[src/rtl/video_mode_sequencer.sv]
// Holds the live video mixer mode. A requested mode is latched via req/ack and applied on
// the next VSync rising edge (or after a timeout). Output-timing changes also mute the mixer.
module video_mode_sequencer #(
    parameter int          MUTE_FRAMES = 2,
    parameter logic [23:0] TIMEOUT     = 24'd4_000_000
) (
    input  logic       clk_sys,
    input  logic       reset_n,
    input  logic       cfg_req,
    output logic       cfg_ack,
    input  logic       cfg_scandoubler,
    input  logic [1:0] cfg_scanlines,
    input  logic       cfg_hq2x,
    input  logic       cfg_mono,
    input  logic       VSync,
    output logic       scandoubler,
    output logic [1:0] scanlines,
    output logic       hq2x,
    output logic       mono,
    output logic       mute,
    output logic       busy
);
    localparam int              FC_W      = (MUTE_FRAMES > 0) ? $clog2(MUTE_FRAMES + 1) : 1;
    localparam logic [FC_W-1:0] FRAME_END = FC_W'(MUTE_FRAMES);
    localparam logic [23:0]     TO_LAST   = TIMEOUT - 24'd1;

    typedef enum logic [1:0] {IDLE, WAIT_VS, MUTE} state_t;

    // Config word layout: {scandoubler, scanlines[1:0], hq2x, mono}
    state_t          state_reg, state_next;
    logic [4:0]      applied_reg, applied_next;
    logic [4:0]      pending_reg, pending_next;
    logic [23:0]     to_cnt_reg, to_cnt_next;
    logic [FC_W-1:0] fr_cnt_reg, fr_cnt_next;
    logic            mute_reg, mute_next;
    logic            ack_reg, ack_next;
    logic            armed_reg, armed_next;
    logic            busy_reg;
    logic            old_vs_reg;
    logic            vs_rise;
    logic            timing_change;
    logic [4:0]      cfg_word;
    logic [FC_W-1:0] fr_cnt_inc;

    assign cfg_word      = {cfg_scandoubler, cfg_scanlines, cfg_hq2x, cfg_mono};
    assign vs_rise       = VSync & ~old_vs_reg;
    assign fr_cnt_inc    = fr_cnt_reg + FC_W'(1);
    assign timing_change = (pending_reg[4] != applied_reg[4]) || (pending_reg[1] != applied_reg[1]);

    always_ff @(posedge clk_sys or negedge reset_n) begin
        if (!reset_n) begin
            state_reg   <= IDLE;
            applied_reg <= '0;
            pending_reg <= '0;
            to_cnt_reg  <= '0;
            fr_cnt_reg  <= '0;
            mute_reg    <= 1'b0;
            ack_reg     <= 1'b0;
            armed_reg   <= 1'b1;
            busy_reg    <= 1'b0;
            old_vs_reg  <= 1'b0;
        end else begin
            state_reg   <= state_next;
            applied_reg <= applied_next;
            pending_reg <= pending_next;
            to_cnt_reg  <= to_cnt_next;
            fr_cnt_reg  <= fr_cnt_next;
            mute_reg    <= mute_next;
            ack_reg     <= ack_next;
            armed_reg   <= armed_next;
            busy_reg    <= (state_next != IDLE);
            old_vs_reg  <= VSync;
        end
    end

    always_comb begin
        state_next   = state_reg;
        applied_next = applied_reg;
        pending_next = pending_reg;
        to_cnt_next  = to_cnt_reg;
        fr_cnt_next  = fr_cnt_reg;
        mute_next    = mute_reg;
        ack_next     = 1'b0;
        armed_next   = armed_reg;
        // A held request must be seen low once before another one can be accepted
        if (!cfg_req) begin
            armed_next = 1'b1;
        end
        case (state_reg)
            IDLE: begin
                if (cfg_req && armed_reg) begin
                    ack_next     = 1'b1;
                    armed_next   = 1'b0;
                    pending_next = cfg_word;
                    if (cfg_word != applied_reg) begin
                        state_next  = WAIT_VS;
                        to_cnt_next = '0;
                    end
                end
            end
            WAIT_VS: begin
                to_cnt_next = to_cnt_reg + 24'd1;
                if (vs_rise || (to_cnt_reg == TO_LAST)) begin
                    applied_next = pending_reg;
                    if ((MUTE_FRAMES > 0) && timing_change) begin
                        mute_next   = 1'b1;
                        fr_cnt_next = '0;
                        state_next  = MUTE;
                    end else begin
                        state_next = IDLE;
                    end
                end
            end
            MUTE: begin
                // No timeout here: the scaler is only trusted again after real frames
                if (vs_rise) begin
                    fr_cnt_next = fr_cnt_inc;
                    if (fr_cnt_inc == FRAME_END) begin
                        mute_next  = 1'b0;
                        state_next = IDLE;
                    end
                end
            end
            default: state_next = IDLE;
        endcase
    end

    assign scandoubler = applied_reg[4];
    assign scanlines   = applied_reg[3:2];
    assign hq2x        = applied_reg[1];
    assign mono        = applied_reg[0];
    assign mute        = mute_reg;
    assign cfg_ack     = ack_reg;
    assign busy        = busy_reg;

endmodule

[config.mk]
export PLATFORM = sky130hd
export DESIGN_NAME = video_mode_sequencer
export DESIGN_NICKNAME = d
export VERILOG_FILES = /design/src/rtl/video_mode_sequencer.sv
export SDC_FILE = /design/constraint.sdc
export NUM_CORES = 1
export LEC_CHECK = 0
export ABC_AREA = 1
export CAP_MARGIN = 10
export CORE_MARGIN = 2
export CORE_UTILIZATION = 50
export CTS_CLUSTER_DIAMETER = 80
export DETAILED_ROUTE_END_ITERATION = 10
export DONT_BUFFER_PORTS = 1
export MAX_ROUTING_LAYER = met4
export PLACE_DENSITY = 0.77
export SYNTH_ARGS = -nofsm -noshare
export SYNTH_HDL_FRONTEND = slang
export SYNTH_SLANG_ARGS = --single-unit
export TNS_END_PERCENT = 30
[constraint.sdc]
create_clock -name clk_sys -period 4.05 [get_ports clk_sys]
set_clock_uncertainty 0.15 [all_clocks]
set_input_delay 0.6075 -clock clk_sys [delete_from_list [all_inputs] [get_ports clk_sys]]
set_output_delay 0.6075 -clock clk_sys [all_outputs]
set_load 0.1 [all_outputs]
======== Yosys cells after proc, flatten, opt, wreduce, memory -nomap -nowiden ========
Index checks and enable logic that the tools add are counted.
Widths: inputs -> output; s select.
cells by class
  add/sub/neg operators ................... 2
  $mul .................................... 0
  div/mod/pow operators ................... 0
  magnitude comparators ................... 0
  equal/unequal tests ..................... 13
  shifts and indexed selects .............. 0
  multiplexer cells ....................... 24
  bitwise gates (word level) .............. 2
  reduce and logical (&&, ||, !) cells .... 12
operators by type and width
  operator               count
  $mux 24                2
  $pmux 24 s2            1
  $add 24x1->24 const B  1
  $eq 24x22->1 const B   1
  $mux 2                 9
  $ne 2x2->1 const B     6
  $mux 1                 9
  $pmux 2 s3             1
  $reduce_bool 2->1      3
  $ne 5x5->1             1
  $reduce_and 5->1       1
  $eq 2x2->1 const B     2
  $pmux 2 s2             1
  $reduce_and 2->1       2
  $reduce_and 4->1       1
  $reduce_and 3->1       1
  $add 2x1->2 const B    1
  $eq 2x1->1 const B     1
  $logic_not 2->1        1
  $logic_or 1x1->1       2
  $ne 1x1->1             2
  $pmux 1 s2             1
  $and 1x1->1            1
  $logic_and 1x1->1      1
  $not 1->1              1
word-level totals
  flip-flop bits (word level) ............. 43
  bits in latches ......................... 0
  bits in writable memories ............... 0
  memory bits (read-only) ................. 0
  input port bits ......................... 9
  output and inout port bits .............. 8
  word-level logic and storage cells ...... 63
  memories ................................ 0

======== Longest topological paths before layout ========
  depth in word-level cells ............... 6
  depth in mapped cells ................... 11
  mapped depth without buffers ............ 11

======== Worst setup path before layout ========
No wires, ideal clock.
  path type ............................... register to register
  start point ............................. reg applied_reg[0]
  end point ............................... reg to_cnt_reg[11]
  library setup time ...................... 0.076 ns
  arrival ................................. 1.766 ns
  required time ........................... 3.824 ns
  setup slack ............................. 2.057 ns
  cell stages (with the launch flop) ...... 10
  path buffers ............................ 1
  clock period less this slack ............ 1.993 ns
  cell sequence ........................... dfrtp_1 > inv_1 > nand2_1 > nand2_1 > a21oi_1 > nand3_1 > nand2_1 > nand2_1 > buf_2 > o21ai_1
between the ends
  cells in the longest elaborated chain, start to end .. 3
RTL lines
  element                     RTL line  source
  start, declared             31        logic [4:0] applied_reg, applied_next;
  start signal, assigned      64        applied_reg <= applied_next;
  $ne 5x5->1                  95        if (cfg_word != applied_reg) begin
  $ne 2x2->1 (no line)        -
  $reduce_and 3->1 (no line)  -
  end signal, assigned        66        to_cnt_reg <= to_cnt_next;
  end, declared               33        logic [23:0] to_cnt_reg, to_cnt_next;
Every way passes these cells.
A chain may end at the register's enable or synchronous reset.

======== Worst setup path after layout ========
  start point ............................. reg applied_reg[4]
  end point ............................... reg to_cnt_reg[4]
Same word-level chain as after synthesis.

==> results by group <==
Clock network
  • Clock transition at the registers of the reported paths: 0.08 ns
  • TritonCTS Buffers: 5
  • Clk sink count: 43
  • CTS H-tree lvls: 2
  • CTS tree: yes
  • Skew-Pair Late Insertion Delay: 0.30 ns
  • Worst-case clock buffer depth: 2
  • Resize count post-CTS: 0
  • Root Driver: clkbuf_8

Outcome
  • Run status: finished clean

Critical path
  • Type of the worst setup path: register to register
  • Worst path depth: 8
  • Cells along the critical path: buf_4, xnor2_1, nand3_1, nand2_1, nand2_1, inv_1, nand2_1, o21ai_0
  • CP top delay family: flip-flops
  • Reg2reg path depth: 8
  • CP Max Fanout: 13
  • Reg2reg setup slack: 1.56 ns
  • Worst path slowest cell: dfrtp_1
  • Crit-path max cell delay: 0.94 ns
  • WP data required: 4.08 ns
  • Setup crit start kind: register
  • WP buf/inv: 2
  • Worst setup EP type: register
  • WP data arrival: 2.52 ns
  • CP most frequent cell: nand2_1

Job
  • Max-Cap Viols: 0

Yosys
  • Yosys top cell by area: dfrtp_1
  • Mux share of post-synthesis cell area: 0
  • Netlist cell types: 28
  • Syn Area/Cell: 7.32 um^2
  • Most used DFF post-synth: dfrtp_1
  • Simple-gate share of the synthesized area: 0.357
  • Post-Synthesis Cells: 333
  • XOR/XNOR share of the synthesized area: 0.0324
  • Compound-Gate Fraction of Synth Area: 0.0781
  • Synth top area share: 0.431
  • Number of synthesized flops with an enable pin: 0
  • Netlist Area Pre-Place: 2440 um^2
  • Largest family of logic cells by synthesized area: simple AND/OR/NAND/NOR gates
  • Syn Nets: 344
  • Top cells by area, synth: dfrtp_1, nand2_1, inv_1
  • Seq/Total Area, Yosys: 0.442
  • Adder-cell area share of the yosys netlist: 0.0103
  • Post-synth ARST share: 1.00
  • YS warnings: 0
  • Seq cells post-synth: 43

Power and ir drop
  • VDD IR-drop max: 0.565 mV
  • Leakage power: 0.00126 uW
  • P per Cell Area: 597 nW/um^2

Floorplan
  • Die Area: 5450 um^2
  • Starting density of the core: 0.516
  • DIE HEIGHT: 73.8 um
  • Core footprint: 4720 um^2
  • Cell Rows: 25
  • DIE WIDTH: 73.8 um
  • I/O pin total: 17

Cells and area
  • Layout area overhead: 10.1%
  • Ant. Diodes: 0
  • Layout cells sized above 1: 0.0986
  • Max reg flops: 24
  • Nets@finish: 355
  • Final design utilization: 0.568

Routing
  • Final WL: 5140 um
  • Wirelength per Cell: 12.5 um
  • Drt initial violations: 177
  • DRC Markers: 0
  • Post-DRT Antenna Nets: 0
  • First-pass DRT Iterations: 4
  • Via density per instance: 5.14
  • Vias: 2119

STA
  • Relative slew slack: 0.400
  • Max Transition Viols Final: 0
  • Unrepaired setup endpoints after global routing: false
  • Slew @ Worst Pin: 0.900 ns
  • Period utilisation layout: 0.615
  • Min Clock Period, post-route: 2.49 ns
  • Fmax: 401 MHz
  • Final setup viols: 0
  • Final Hold Violating Endpoints: 0
  • Post-route setup TNS: 0 ns

Place
  • Routability cong.: 0.893
  • DP HPWL: 3830 um
  • PortBufs: 0

Global route
  • Initial antenna violation count: 0
  • Total grt overflow: 0
  • Global-route wire length before repair: 8860 um
  • Vias in the first global route: 2036
  • Largest net degree at the start of global routing: 44
  • Total GRT Usage: 0.219

Min path
  • WHS Path Cells: 0
  • Hold/Removal Path Class: primary input to register
-- kinds of logic (layout without fill, tap and decap cells) --
kind of cell	after synthesis	after routing
flip-flops	43	43
AO/OA/AOI/OAI	37	37
buffers and inverters	51	63
adder cells (fa/ha/maj)	2	2
XOR/XNOR	9	9
AND/OR/NAND/NOR	191	191
-- metrics by stage --
| stage | total power (uW) | setup WS [ns] | hold WS [ns] | cells | cell area (um^2) |
|---|---|---|---|---|---|
| detailed placement | 1260 | 1.61 | 0.163 | 402 | 2540 |
| finish | 1600 | 1.56 | 0.187 | 412 | 2680 |
| CTS | 1610 | 1.56 | 0.179 | 412 | 2680 |
| global placement | 1250 | 1.65 | 0.163 | 402 | 2540 |
| floorplan | 1140 | 2.06 | 0.162 | 333 | 2440 |
| global route | 1690 | 1.38 | 0.171 | 412 | 2680 |
-- final timing paths --
path | start | to
hold reg to reg | fr_cnt_reg[1]$_DFFE_PN0P_ | fr_cnt_reg[1]$_DFFE_PN0P_
min in group asynchronous | reset_n | to_cnt_reg[4]$_DFFE_PN0P_
setup reg to reg | applied_reg[4]$_DFFE_PN0P_ | to_cnt_reg[4]$_DFFE_PN0P_
max in group asynchronous | reset_n | armed_reg$_DFF_PN1_
hold / removal | VSync | old_vs_reg$_DFF_PN0_
setup / recovery | applied_reg[4]$_DFFE_PN0P_ | to_cnt_reg[4]$_DFFE_PN0P_
-- layout make-up --
cell class              count  area [um^2]
fillers                   450         2040
multi-input cells         239         1160
flip-flops and latches     43         1080
inverters                  48          180
well taps                  67         83.8
clock buffers               6         72.6
repair buffers              7         67.6
clock inverters             2         37.5
-- cell usage after synthesis, types with 4 or more instances --
| cell type | count |
|---|---|
| nand2_1 | 93 |
| inv_1 | 44 |
| dfrtp_1 | 42 |
| nor2_1 | 38 |
| nand3_1 | 30 |
| o21ai_0 | 16 |
| o21ai_1 | 11 |
| a21oi_1 | 8 |
| nand4_1 | 8 |
| nand2_2 | 7 |
| xor2_1 | 5 |
| xnor2_1 | 4 |
-- metal layers --
layer | up-vias | share of wire | global-route usage
li1 | 1077 | - | -
met1 | 1000 | 0.46 | 0.272
met2 | 36 | 0.49 | 0.363
met3 | 6 | 0.041 | 0.0425
met4 | 0 | 0.011 | 0.0626
met5 | - | 0 | -
-- repair_timing --
action                                 in CTS  in global routing
setup buffers                               0                  0
hold buffers                                2                  0
endpoints found under the hold margin      43                  0
-- where the power goes --
| group | internal (uW) | switching [uW] |
|---|---|---|
| Combinational | 139 | 416 |
| Clock | 184 | 150 |
| Sequential | 520 | 192 |
-- cells in the final DEF (no fill, tap or decap), drive strengths merged --
| master | Yosys | routed |
|---|---|---|
| nand3 | 31 | 31 |
| nor3 | 5 | 5 |
| dlygate4sd3 | 0 | 1 |
| ha | 2 | 2 |
| xnor2 | 4 | 4 |
| nand3b | 2 | 2 |
| dfstp | 1 | 1 |
| clkbuf | 0 | 6 |
| clkinv | 1 | 1 |
| nand2 | 102 | 102 |
| bufinv | 0 | 1 |
| and3 | 1 | 1 |
| dfrtp | 42 | 42 |
| inv | 47 | 47 |
| buf | 3 | 6 |
| o22ai | 1 | 1 |
| nor2 | 42 | 42 |
| o21ai | 28 | 28 |
| xor2 | 5 | 5 |
| a21oi | 8 | 8 |
| nand4 | 8 | 8 |
| clkinvlp | 0 | 1 |
(Power assumes the default switching activity.)
